`src/rtl/fifo_reader.sv`:
```
// fifo_reader: pops a 1-cycle-latency FIFO into a 2-entry valid/ready buffer.
// Optional accepted-word counter enabled by FIFO_READER_STATS_EN.
module fifo_reader #(
  parameter int FIFO_WIDTH = 16,
  parameter int CNT_WIDTH  = 16
) (
  input  logic                  clk,
  input  logic                  rst,
  input  logic                  enable,
  input  logic                  fifo_empty,
  input  logic                  fifo_underflow,
  input  logic [FIFO_WIDTH-1:0] fifo_data_out,
  output logic                  fifo_rd_en,
  output logic                  m_valid,
  output logic [FIFO_WIDTH-1:0] m_data,
  input  logic                  m_ready,
  output logic                  idle,
  output logic                  err,
  output logic [CNT_WIDTH-1:0]  word_count
);

  typedef enum logic [1:0] {
    S_IDLE,
    S_RUN,
    S_FLUSH
  } state_t;

  state_t                state_q;
  logic                  idle_q;
  logic                  err_q;
  logic                  inflight_q;
  logic [1:0]            occ_q, occ_d;
  logic [FIFO_WIDTH-1:0] head_q, head_d;
  logic [FIFO_WIDTH-1:0] tail_q, tail_d;
  logic                  pop;
  logic                  cap;
  logic [2:0]            need;

  assign m_valid = (occ_q != 2'd0);
  assign m_data  = head_q;
  assign idle    = idle_q;
  assign err     = err_q;

  assign pop  = m_valid && m_ready;
  assign cap  = inflight_q && !fifo_underflow;
  assign need = {1'b0, occ_q} + {2'b00, inflight_q} - {2'b00, pop};

  assign fifo_rd_en = (state_q == S_RUN) && !fifo_empty
                    && (need < 3'd2);

  // Head always holds the oldest word; tail only used when two are held.
  always_comb begin
    head_d = head_q;
    tail_d = tail_q;
    occ_d  = occ_q;
    case ({cap, pop})
      2'b10: begin
        if (occ_q == 2'd0) head_d = fifo_data_out;
        else               tail_d = fifo_data_out;
        occ_d = occ_q + 2'd1;
      end
      2'b01: begin
        if (occ_q == 2'd2) head_d = tail_q;
        occ_d = occ_q - 2'd1;
      end
      2'b11: begin
        if (occ_q == 2'd1) begin
          head_d = fifo_data_out;
        end else begin
          head_d = tail_q;
          tail_d = fifo_data_out;
        end
      end
      default: ;
    endcase
  end

  always_ff @(posedge clk or posedge rst) begin
    if (rst) begin
      occ_q      <= 2'd0;
      head_q     <= '0;
      tail_q     <= '0;
      inflight_q <= 1'b0;
      err_q      <= 1'b0;
    end else begin
      occ_q      <= occ_d;
      head_q     <= head_d;
      tail_q     <= tail_d;
      inflight_q <= fifo_rd_en;
      if (inflight_q && fifo_underflow) err_q <= 1'b1;
    end
  end

  always_ff @(posedge clk or posedge rst) begin
    if (rst) begin
      state_q <= S_IDLE;
      idle_q  <= 1'b1;
    end else begin
      case (state_q)
        S_IDLE: begin
          if (enable) begin
            state_q <= S_RUN;
            idle_q  <= 1'b0;
          end
        end
        S_RUN: begin
          if (!enable) state_q <= S_FLUSH;
        end
        S_FLUSH: begin
          if (enable) begin
            state_q <= S_RUN;
          end else if (!inflight_q && occ_q == 2'd0) begin
            state_q <= S_IDLE;
            idle_q  <= 1'b1;
          end
        end
        default: begin
          state_q <= S_IDLE;
          idle_q  <= 1'b1;
        end
      endcase
    end
  end

`ifdef FIFO_READER_STATS_EN
  logic [CNT_WIDTH-1:0] cnt_q;

  always_ff @(posedge clk or posedge rst) begin
    if (rst)      cnt_q <= '0;
    else if (pop) cnt_q <= cnt_q + CNT_WIDTH'(1);
  end

  assign word_count = cnt_q;
`else
  assign word_count = '0;
`endif

endmodule

```
`config.mk`:
```
export PLATFORM = sky130hd
export DESIGN_NAME = fifo_reader
export DESIGN_NICKNAME = d
export VERILOG_FILES = /design/src/rtl/fifo_reader.sv
export SDC_FILE = /design/constraint.sdc
export NUM_CORES = 1
export LEC_CHECK = 0
export ABC_CLOCK_PERIOD_IN_PS = 3600
export BUFFER_PORTS_ARGS = -buffer_cell sky130_fd_sc_hd__buf_4
export CORE_MARGIN = 3
export CORE_UTILIZATION = 24
export CTS_BUF_LIST = sky130_fd_sc_hd__clkbuf_2 sky130_fd_sc_hd__clkbuf_4 sky130_fd_sc_hd__clkbuf_8
export DETAILED_ROUTE_END_ITERATION = 6
export GPL_ROUTABILITY_DRIVEN = 1
export MAX_ROUTING_LAYER = met4
export SLEW_MARGIN = 30
export SYNTH_ARGS = -nofsm -noshare
export SYNTH_HDL_FRONTEND = slang
export SYNTH_SLANG_ARGS = --single-unit
```
`constraint.sdc`:
```
create_clock -name clk -period 3.6 [get_ports clk]
set_clock_uncertainty 0.15 [all_clocks]
set_input_delay 0.18 -clock clk [delete_from_list [all_inputs] [get_ports clk]]
set_output_delay 0.18 -clock clk [all_outputs]
set_load 0.005 [all_outputs]
```
; After elaboration in Yosys (flattened, before gate mapping)
; Cells that the tools add are included.
[op_classes]
n_eq_ne = 16
magnitude_cmp = 1
n_mux = 17
bitwise_logic = 1
add_sub_neg = 4
reduce_logical = 19
[op_table]
columns = op, n
row1 = 2-to-1 mux 16 bit, 5
row2 = one-hot mux 16 bit (3 select lines), 1
row3 = one-hot mux 16 bit (2 select lines), 1
row4 = != test 2 bit (second input constant), 8
row5 = AND reduction 3 bit, 3
row6 = == test 2 bit (second input constant), 4
row7 = 2-to-1 mux 2 bit, 4
row8 = == test 2 x 1 -> 1 bit (second input constant), 3
row9 = logical AND 1 bit, 6
row10 = one-hot mux 2 bit (3 select lines), 1
row11 = nonzero test 2 bit, 3
row12 = zero test 2 bit, 2
row13 = one-hot mux 2 bit (2 select lines), 1
row14 = AND reduction 4 bit, 1
row15 = adder 2 x 1 -> 3 bit, 1
row16 = zero test 1 bit, 3
row17 = < comparator 3 x 2 -> 1 bit (second input constant), 1
row18 = 2-to-1 mux 1 bit, 3
row19 = != test 3 bit (second input constant), 1
row20 = one-hot mux 1 bit (3 select lines), 1
row21 = nonzero test 3 bit, 1
row22 = subtractor 3 x 1 -> 3 bit, 1
row23 = adder 2 x 1 -> 2 bit (second input constant), 1
row24 = subtractor 2 x 1 -> 2 bit (second input constant), 1
row25 = inverter 1 bit, 1
[totals]
elab_cells = 65
inputBits = 22
out_inout_bits = 36
ff_bits = 39

; Longest topological paths before layout
; Gate-level depths: netlist of run 1.
[depth]
word_depth = 5
depth_mapped = 14
depth_no_buf = 9

; Least setup slack after synthesis of run 1
; Ideal clock, no wire load.
[synth_timing]
kind = register to output
startpoint = register occ_q[1]
endpoint = output port fifo_rd_en
path_buffers = 2
t_arrival_ps = 2690
t_required_ps = 3270
stages_incl_launch_ff = 12
slack_ps = 580
path_cell_list = dfrtp_1 inv_1 ha_1 nand2b_1 clkbuf_1 clkbuf_1 inv_1 ha_1 nand2b_1 fa_1 xor2_1 nor4b_1
[synth_between]
elab_chain_cells = 5
elab_cells_between_ends = 6
cone_classes = add/sub: 2 / order compare: 1 / reduce/logical: 3
[synth_rtl]
columns = element, line
row1 = from (decl), 32  ; logic [1:0] occ_q, occ_d;
row2 = from (signal assigned), 80  ; occ_q <= 2'd0;
row3 = from (signal assigned), 86  ; occ_q <= occ_d;
row4 = branches (longest 2 deep; another with adder 2 x 1 -> 3 bit), n/a
row5 = subtractor 3 x 1 -> 3 bit (*), 46  ; assign need = {1'b0, occ_q} + {2'b00, inflight_q} - {2'b00, pop};
row6 = < comparator 3 x 2 -> 1 bit (*), 49  ; && (need < 3'd2);
row7 = logical AND 1 bit (*), 49
row8 = to (decl), 13  ; output logic fifo_rd_en,
; Mark *: on every way between the ends.

; Final worst setup path of run 1
; Ends and elaborated chain as after synthesis.

==> results of run 1 <==
[how the worst max path moves through the flow]
| stage | startpoint | endpoint | slack, ps |
|---|---|---|---|
| 2_1_floorplan | occ_q[1] | fifo_rd_en | 580 |
| 3_3_place_gp | occ_q[1] | fifo_rd_en | 850 |
| 3_5_place_dp | occ_q[1] | fifo_rd_en | 740 |
| 4_1_cts | occ_q[1] | fifo_rd_en | 420 |
| 5_1_grt | occ_q[1] | fifo_rd_en | 220 |
| 6_report | occ_q[1] | fifo_rd_en | 470 |
[cell type report]
cell class / instances / area (µm²)
timing repair buffer: 69 / 568.0
clock buffer: 7 / 83.83
sequential: 39 / 977.2
multi-input combinational: 129 / 983.4
tap: 108 / 135.1
inverter: 8 / 30.03
fill: 875 / 5938
clock inverter: 1 / 5.005
[state kept, by name (all words and copies together), names as in the netlist]
register / cells
err: 1
tail_q: 16
occ_q: 2
state_q: 2
idle: 1
inflight_q: 1
m_data: 16
[kinds of logic after synthesis]
family | synth area share (%)
and+or+nand+nor | 3.700
buffers and inverters | 12.02
other | 0.1732
xor gates and xnor gates | 1.214
DFF | 45.14
AOI/OAI and AO/OA | 22.14
adders and majority gates | 5.549
muxes | 10.06
[per-layer routing]
metal | up-vias | part of all wire (%) | GRT usage, %
li1 | 812 | - | -
met1 | 819 | 46 | 14.62
met4 | 0 | 1.1 | 3.170
met5 | - | 0 | -
met2 | 42 | 48 | 17.16
met3 | 5 | 4.5 | 2.630
[critical path, cell delays in order (launching register included)]
cell      delay, ps
dfrtp_1         450
inv_1            90
ha_1            230
nand2b_1        160
inv_1           110
ha_1            230
nand2b_1        160
fa_1            390
xor2_1          150
nor4b_1         360
buf_4           180
[repair_timing]
action	in CTS	in global routing
resized for setup	0	0
endpoints found under the setup margin	0	0
hold buffers	20	0
hold endpoints to repair	57	0
[cell usage in the layout, fill, tap and decap left out]
master         count
buf_4             49
dfrtp_1           38
a31oi_1           32
dlygate4sd3_1     20
o2111ai_1         16
o21ai_0           16
conb_1            16
mux2_4            10
ha_1               8
inv_1              7
nand2b_1           6
mux2_2             6
clkbuf_8           5
nor2_1             2
xor2_1             2
a21boi_0           2
a21oi_1            2
clkbuf_4           2
and3_1             1
nor2b_1            1
clkinv_1           1
and2_4             1
a211o_1            1
nor4b_1            1
nor3_1             1
o32a_1             1
o211ai_1           1
xnor2_1            1
a21o_1             1
fa_1               1
clkinv_2           1
dfstp_2            1
[per-stage QoR]
| step | cell area, µm² | worst slack [ps] | hold WS (ps) | power, mW |
|---|---|---|---|---|
| floorplan | 2221 | 579.9 | 93.14 | 1.291 |
| global placement | 2494 | 851.1 | 196.5 | 1.591 |
| detailed placement | 2494 | 741.4 | 197.0 | 1.609 |
| CTS | 2783 | 420.0 | 127.4 | 1.934 |
| global route | 2783 | 219.2 | 143.0 | 2.078 |
| finish | 2783 | 473.0 | 133.0 | 1.916 |
[power by group through the flow]
stage	logic [mW]	registers, mW	clock network, mW
2_1_floorplan	0.532	0.759	0
3_3_place_gp	0.819	0.772	0
3_5_place_dp	0.833	0.777	0
4_1_cts	0.853	0.769	0.312
5_1_grt	0.955	0.795	0.329
6_report	0.844	0.767	0.304
==> summary.txt, run 1 <==
Pwr
  • P_sw: ~0.67 mW
  • Combinational share of power: about 44%
  • PwrDens: about 690 nW/µm²
  • Internal Power: around 1.2 mW
  • Peak supply drop: roughly 230 µV
  • Clock share of power: around 16%
  • Leak: around 1.2 nW
  • Reg power frac: between 40% and 50%
  • Sw Ratio: approximately a third

Worst hold path
  • Hold Crit Class: input port to register
  • Min-delay src: m_ready
  • WHS Path Cells: 3
  • Hold endpoint: m_data[1]

Finish
  • Layout area overhead: 28.55%
  • Final #Nets: 283
  • Fin util: between 30% and 40%
  • Final Non-Filler Cells: approximately 360
  • N_diodes: 0
  • Share of cells above drive strength 1: between 20 and 30%

Drt
  • Drt wl/cell: between 15 and 20 µm
  • Residual DRC count: 0
  • Routed Antenna Nets: 0
  • TritonRoute pass-1 iters: 4
  • Vias per cell: approximately 4.6
  • Initial drt markers: 84
  • Final WL: 5.427 mm
  • DR vias: roughly 1700

CTS
  • TritonCTS clock tree: yes
  • # clock sinks: 39
  • Postcts setup bufs: 0
  • Number of buffers created by CTS: 5
  • CTS root buf: clkbuf_8
  • Htree depth: 2
  • Deepest clock path buffer count: 2
  • Register clock-pin slew on the reported worst setup and hold paths: ~80 ps
  • Clock Latency Late Sink: 290 ps

Critical path
  • Crit end category: output pin
  • Max FO, Critical Path: 5
  • Worst Path Arrival: around 2800 ps
  • Reg2Reg Depth: 9
  • Startpoint Class: register
  • Worst flop-to-flop path startpoint: occ_q[1]
  • Critical path class: register to output pin
  • Flop-to-flop setup slack: just under 900 ps
  • Worst path required time: 3270 ps
  • FF-to-FF End: tail_q[2]

Floorplan
  • Die footprint: between 10000 and 15000 µm²
  • Die Span Y: roughly 100 µm
  • # rows: 34
  • # IOs: a little under 60
  • Core Area: around 8700 µm²
  • DIE WIDTH: a little over 100 µm
  • Initial Util: between 20% and 30%

Global route
  • First-pass GRT wire length: about 8.9 mm
  • Initial antenna violation count: 0
  • Tot GR Track Use: 11.13%
  • Vias in the first global route: ~1700
  • Pin count of the biggest net entering global routing: 40
  • Grt ovf: 0

STA
  • RSZ-0062 raised after global routing: false
  • Actual slew at the worst max-slew pin: ~630 ps
  • Final setup fails: 0
  • Upper clock frequency limit: about 0.32 GHz
  • Crit path time final: between 3000 and 4000 ps
  • Sum Neg Setup Slack: 0 ps
  • Fin. Hold Viols: 0
  • Final worst path period share: a little under 90%
  • Slew Limit Fails: 0
  • Max-slew headroom: between 50% and 60%

Synthesis
  • Number of flops mapped to enable cells by yosys: 0
  • Synth area leaders: dfrtp_1 (44%), a31oi_1 (9.2%), mux2_4 (6.9%)
  • #FFs+latches synth: 39
  • Most frequent cell after synthesis: dfrtp_1
  • Library cells used by synthesis: 33
  • Post-synthesis instance area: ~2200 µm²
  • Async SR Flop Fraction: 100.0%
  • Post-synthesis sequential area ratio: a little under half
  • Synth Instances: 197
  • Area leader, netlist: dfrtp_1
  • Synth top area share: 43.93%
  • Syn Area/Cell: 10.99 µm²
  • Most frequent cells after synthesis: dfrtp_1 (38), a31oi_1 (32), buf_4 (16), o2111ai_1 (16), o21ai_0 (16)
  • Yosys warnings: 0
  • Ys flop type: dfrtp_1

Placed design
  • Port Buf Inserts: approximately 40
  • Dpl cells: roughly 330
  • Post-DP HPWL: 3.571 mm
  • RePlAce Congestion: 0.7796

Run
  • Max Cap Violations: 0

Outcome
  • Status: completed
Power figures use the tool's default switching activity.
==> inputs of run 2 (changes only) <==
--- a/config.mk
+++ b/config.mk
@@ -5,11 +5,12 @@
 export SDC_FILE = /design/constraint.sdc
 export NUM_CORES = 1
 export LEC_CHECK = 0
+export ABC_AREA = 1
 export ABC_CLOCK_PERIOD_IN_PS = 3600
-export BUFFER_PORTS_ARGS = -buffer_cell sky130_fd_sc_hd__buf_4
+export BUFFER_PORTS_ARGS = -buffer_cell sky130_fd_sc_hd__buf_2
 export CORE_MARGIN = 3
 export CORE_UTILIZATION = 24
-export CTS_BUF_LIST = sky130_fd_sc_hd__clkbuf_2 sky130_fd_sc_hd__clkbuf_4 sky130_fd_sc_hd__clkbuf_8
+export CTS_BUF_LIST = sky130_fd_sc_hd__clkbuf_8 sky130_fd_sc_hd__clkbuf_16
 export DETAILED_ROUTE_END_ITERATION = 6
 export GPL_ROUTABILITY_DRIVEN = 1
 export MAX_ROUTING_LAYER = met4
==> run 2 against run 1 <==
  * The flow now finishes with violations (hold timing)
  * Combinational power decreased by 16%
  * Cell area decreased by 3.2%
  * Register-to-register slack improved by 70 ps
  * Via count increased by 11%
  * Fmax decreased by 2.1%
  * First-iteration DRC count decreased by 18%
  * Final cell count increased by 26%
  * Clock power about the same
  * Critical endpoint unchanged
  * Largest cell class unchanged
  * Largest power group is now registers
==> summary.txt, run 2 <==
Outcome
  • Status: finished, violations left
  • Failing checks: hold timing

STA
  • Upper clock frequency limit: 0.3132 GHz
  • Final worst path period share: between 80% and 90%
  • Hold slack final: -4.966 ps
  • Slew Limit Fails: 0
  • Max-slew headroom: between 60 and 70%
  • Post-route setup slack: 407.2 ps
  • Final setup fails: 0
  • Fin. Hold Viols: 1
  • Sum Neg Setup Slack: 0 ps
  • RSZ-0062 raised after global routing: false
  • Crit path time final: 3193 ps
  • Actual slew at the worst max-slew pin: ~520 ps

Critical path
  • CP max-delay cell: fa_1
  • Max FO, Critical Path: 19
  • Critical path class: register to output pin
  • Worst path required time: around 3300 ps
  • CP cell instances: inv_1 -> ha_1 -> inv_2 -> nand2_4 -> inv_1 -> ha_1 -> or2_2 -> fa_1 -> nand3b_1 -> nor2_1 -> buf_2
  • Startpoint Class: register
  • Crit path largest cell delay: between 400 and 500 ps
  • Worst Path Arrival: between 2000 and 3000 ps
  • Crit end category: output pin

Synthesis
  • Post-synthesis sequential area ratio: 43.34%
  • Synth top area share: between 40% and 50%
  • Library cells used by synthesis: 28
  • Most frequent cells after synthesis: nand2_1 (132), dfrtp_1 (38), inv_1 (28)
  • Area leader, netlist: dfrtp_1
  • Ys flop type: dfrtp_1
  • #FFs+latches synth: 39
  • Most frequent cell after synthesis: nand2_1
  • Syn Area/Cell: 7.643 µm²
  • Yosys warnings: 0
  • Post-synthesis instance area: 2255 µm²
  • Synth Instances: 295
  • Number of flops mapped to enable cells by yosys: 0
  • Synth area leaders: dfrtp_1 (42%), nand2_1 (22%), buf_4 (6.0%)
  • Async SR Flop Fraction: 100.0%

CTS
  • Register clock-pin slew on the reported worst setup and hold paths: 80 ps
  • Htree depth: 2
  • Number of buffers created by CTS: 5
  • Postcts setup bufs: 0
  • CTS root buf: clkbuf_8
  • # clock sinks: 39
  • TritonCTS clock tree: yes
  • Deepest clock path buffer count: 2
  • Clock Latency Late Sink: just under 300 ps

Finish
  • Commonest non-fill, non-tap cell in the layout: nand2_1
  • Fill count: ~960
  • Fin util: a little under a third
  • N_diodes: 0
  • Layout area overhead: 19.42%
  • Commonest non-fill, non-tap cells in the layout: nand2_1 (132), buf_2 (41), dfrtp_1 (38)
  • Final instance area: 2693 µm²
  • Final Non-Filler Cells: between 400 and 500
  • Share of cells above drive strength 1: 18.39%
  • Final #Nets: between 300 and 400

Placed design
  • Dpl ws: between 700 and 800 ps
  • Post-DP HPWL: roughly 3.6 mm
  • Placed cell area: ~2500 µm²
  • Port Buf Inserts: 41
  • Dpl cells: about 440
  • RePlAce Congestion: between 0.7 and 0.8

Drt
  • Residual DRC count: 0
  • TritonRoute pass-1 iters: 4
  • DR vias: about 1900
  • Vias per cell: roughly 4
  • Routed Antenna Nets: 0
  • Final WL: 5.083 mm
  • Drt wl/cell: ~11 µm
  • Initial drt markers: around 70

Floorplan
  • # rows: 34
  • Die Span Y: slightly above 100 µm
  • Core Area: around 8900 µm²
  • Initial Util: 25.24%
  • DIE WIDTH: 102.9 µm
  • Die footprint: ~11000 µm²
  • # IOs: between 50 and 60

Global route
  • Pin count of the biggest net entering global routing: 40
  • First-pass GRT wire length: 8.694 mm
  • Vias in the first global route: approximately 1900
  • Tot GR Track Use: ~11%
  • Initial antenna violation count: 0
  • Grt ovf: 0

Pwr
  • Leak: about 1.5 nW
  • Peak supply drop: about 270 µV
  • PwrDens: ~640 nW/µm²

Worst hold path
  • Hold Crit Class: input port to register

Run
  • Max Cap Violations: 0
## run 2: changes by cell type in the layout (fill, tap and decap cells not counted), sizes merged, moves of 14 or more
cell / previous run / this run
inv: 7 / 31
o2111ai: 16 / 0
nand3: 0 / 17
nand2: 0 / 138
nor2: 2 / 24
mux2: 16 / 0
a31oi: 32 / 0
o21ai: 16 / 2
## run 2: stage by stage
step                power [mW]  hold WS (ps)
global route             1.927         1.411
CTS                      1.772         1.218
floorplan                1.260         96.41
global placement         1.429         193.1
finish                   1.736        -4.966
detailed placement       1.450         196.9
## run 2: what timing repair did
item,CTS,global route
hold endpoints to repair,51,0
endpoints found under the setup margin,0,0
resized for setup,0,0
hold buffers,13,0
## run 2: cell type report
type,count,area [µm²],area share (%)
multi-input cells,216,1031,38.29
flip-flops and latches,39,977.2,36.29
repair buffers,55,342.8,12.73
well taps,108,135.1,5.019
inverters,31,118.9,4.415
clock buffers,6,82.58,3.067
clock inverters,1,5.005,0.1859
## run 2: cells by family (layout without fill, tap and decap cells)
kind of cell	after synthesis	in the layout	share of synthesized area (%)
AO/OA/AOI/OAI	7	7	2.275
other	1	16	0.1663
AND/OR/NAND/NOR	181	181	34.30
XOR/XNOR	3	3	1.166
flip-flops	39	39	43.34
adder cells (fa/ha/maj)	9	9	5.328
buffers and inverters	55	93	13.43
## run 2: path summary, 6_finish.rpt
check	from	endpoint	slack (ps)	cells past startpoint
max	occ_q[1]	fifo_rd_en	410	11
max in group asynchronous	rst	idle	2530	4
min	fifo_data_out[2]	tail_q[2]	-5	3
min reg2reg	err	err	310	1
max reg2reg	occ_q[1]	inflight_q	940	10
min in group asynchronous	rst	m_data[11]	400	4
## run 2: critical path: cells and delay by family, from the launching register on
family / cells / cell delay, ps
buffers and inverters: 4 / 520
adders and majority gates: 3 / 920
DFF: 1 / 450
and+or+nand+nor: 4 / 680
## run 2: where the power goes
part / switching (mW) / total, mW / internal, mW
clock: 0.152 / 0.302 / 0.150
combinational: 0.431 / 0.713 / 0.282
sequential: 0.0957 / 0.720 / 0.625
## run 2: per-layer routing
metal	track usage, %	share of wire, %
met1	12.99	44
met2	17.76	49
met3	2.909	6.3
met4	2.590	0.94
met5	-	0
==> inputs of run 3 (changes only) <==
==> constraint.sdc (replaced) <==
create_clock -name clk -period 3.6 [get_ports clk]
set_clock_uncertainty 0.15 [all_clocks]
set_input_delay 0.18 -clock clk [delete_from_list [all_inputs] [get_ports clk]]
set_output_delay 0.18 -clock clk [all_outputs]
set_load 0.02 [all_outputs]
==> run 3 against run 2 <==
  * The run now ends clean
  * Final cell count increased by 1.8%
  * Sequential power is essentially flat
  * Global-route usage is 0.077 points lower
  * Sequential share of layout area shrank 1.5 points
  * Combinational power grew 17%
  * Core utilization increased by 1.3 points
  * Clock power rose by 45%
  * First-iteration DRC count grew 86%
  * Critical path type unchanged
  * Largest power group is now combinational logic
==> summary.txt, run 3 (synthesis results as in run 2) <==
STA
  • Final setup fails: 0
  • Slew Limit Fails: 0
  • Max-slew headroom: between 60% and 70%
  • Crit path time final: approximately 3200 ps
  • Upper clock frequency limit: slightly above 0.3 GHz
  • Fin. Hold Viols: 0
  • Final worst path period share: between 90% and 100%
  • Sum Neg Setup Slack: 0 ps
  • Actual slew at the worst max-slew pin: about 520 ps
  • RSZ-0062 raised after global routing: false

Drt
  • Final WL: between 5 and 6 mm
  • Routed Antenna Nets: 0
  • Initial drt markers: 128
  • Residual DRC count: 0
  • Vias per cell: slightly above 4
  • TritonRoute pass-1 iters: 4
  • DR vias: about 1900
  • Drt wl/cell: about 11 µm

CTS
  • TritonCTS clock tree: yes
  • Htree depth: 2
  • PostCTS Resize Cnt: 0
  • Postcts setup bufs: 0
  • # clock sinks: 39
  • CTS root buf: clkbuf_8
  • Register clock-pin slew on the reported worst setup and hold paths: about 80 ps
  • Number of buffers created by CTS: 5
  • CTS hold repair buffers: 20
  • Clock Latency Late Sink: ~290 ps
  • Deepest clock path buffer count: 2

Floorplan
  • Initial Util: between 20% and 30%
  • DIE WIDTH: between 100 and 150 µm
  • Die Span Y: 102.9 µm
  • Die footprint: around 11000 µm²
  • # IOs: 58
  • # rows: 34
  • Core Area: 8934 µm²

Global route
  • Grt ovf: 0
  • Tot GR Track Use: between 10% and 20%
  • Initial antenna violation count: 0
  • Pin count of the biggest net entering global routing: 40
  • First-pass GRT wire length: about 8.7 mm
  • Vias in the first global route: 1898

Critical path
  • Critical path class: register to output pin
  • Max FO, Critical Path: 19
  • Crit path largest cell delay: 490 ps
  • Startpoint Class: register
  • Worst Path Arrival: slightly below 3000 ps
  • CP max-delay cell: fa_1
  • Crit end category: output pin
  • CP cell instances: inv_1 -> ha_1 -> inv_2 -> nand2_4 -> inv_1 -> ha_1 -> or2_2 -> fa_1 -> nand3b_1 -> nor2_1 -> buf_2
  • Worst path required time: between 3000 and 4000 ps

Finish
  • Layout area overhead: 24.53%
  • Commonest non-fill, non-tap cell in the layout: nand2_1
  • Final #Nets: 386
  • Final instance area: 2808 µm²
  • Fill count: around 960
  • N_diodes: 0
  • Share of cells above drive strength 1: between 10% and 20%
  • Commonest non-fill, non-tap cells in the layout: nand2_1 (132), buf_2 (41), dfrtp_1 (38)

Pwr
  • Peak supply drop: around 280 µV
  • Sw Ratio: about two fifths
  • Clock share of power: around 22%
  • P_sw: slightly above 0.8 mW
  • PwrDens: 710.5 nW/µm²
  • Combinational share of power: 41.8%
  • Leak: 1.570 nW
  • Reg power frac: a little over a third
  • Internal Power: about 1.2 mW

Placed design
  • RePlAce Congestion: around 0.8
  • Post-DP HPWL: ~3.6 mm
  • Port Buf Inserts: just over 40
  • Placed cell area: about 2500 µm²

Outcome
  • Status: completed

Worst hold path
  • Hold Crit Class: input port to register

Run
  • Max Cap Violations: 0
==> run 3: changes by cell type in the layout (fill, tap and decap cells not counted), sizes merged <==
| cell | previous run | this run |
|---|---|---|
| bufinv | 0 | 2 |
| dlygate4sd3 | 13 | 20 |
| inv | 31 | 32 |
| clkbuf | 6 | 5 |
| clkinv | 1 | 0 |
==> run 3: per-layer routing <==
layer | up-vias | track usage [%] | share of wire [%]
met4 | 0 | 2.988 | 1.1
met2 | 42 | 17.51 | 48
met1 | 887 | 12.77 | 45
met3 | 7 | 2.977 | 6.1
li1 | 966 | - | -
met5 | - | - | 0
==> run 3: power groups by stage <==
| stage | combinational, mW | clock (mW) | sequential, mW |
|---|---|---|---|
| after floorplan | 0.551 | 0 | 0.821 |
| after detailed placement | 0.837 | 0 | 0.729 |
| after CTS | 0.857 | 0.453 | 0.722 |
| final | 0.834 | 0.439 | 0.721 |
| after global placement | 0.816 | 0 | 0.727 |
| after global routing | 0.963 | 0.470 | 0.748 |
==> run 3: critical path: cells and delay by family (launching register included) <==
| family | cells | cell delay (ps) |
|---|---|---|
| buffers and inverters | 4 | 570 |
| and+or+nand+nor | 4 | 690 |
| adders and majority gates | 3 | 930 |
| DFF | 1 | 450 |
==> run 3: through the flow <==
step | utilization (%) | std cells | setup slack, ps | power (mW) | hold WS, ps
floorplan | - | 310 | 655.2 | 1.372 | 96.41
global placement | 27.70 | 436 | 731.6 | 1.543 | 193.1
detailed placement | 27.70 | 436 | 647.5 | 1.566 | 196.1
CTS | 31.43 | 464 | 304.2 | 2.031 | 310.3
global route | 31.43 | 464 | 111.6 | 2.181 | 329.4
finish | 31.43 | 464 | 352.3 | 1.995 | 303.5
==> run 3: path summary, 6_finish.rpt <==
kind | cells past startpoint | endpoint | startpoint | slack (ps)
setup / recovery | 11 | fifo_rd_en | occ_q[1] | 350
hold / removal | 6 | m_data[3] | m_ready | 300
setup reg to reg | 10 | inflight_q | occ_q[1] | 930
hold reg to reg | 1 | err | err | 310
max in group asynchronous | 4 | idle | rst | 2540
min in group asynchronous | 4 | m_data[11] | rst | 400
==> run 3: cell type report <==
class	count	area [µm²]	share of cell area, %
flip-flops and latches	39	977.2	34.80
multi-input cells	216	1031	36.72
repair buffers	62	412.9	14.71
well taps	108	135.1	4.813
clock buffers	5	68.82	2.451
clock inverters	3	63.81	2.273
inverters	31	118.9	4.234
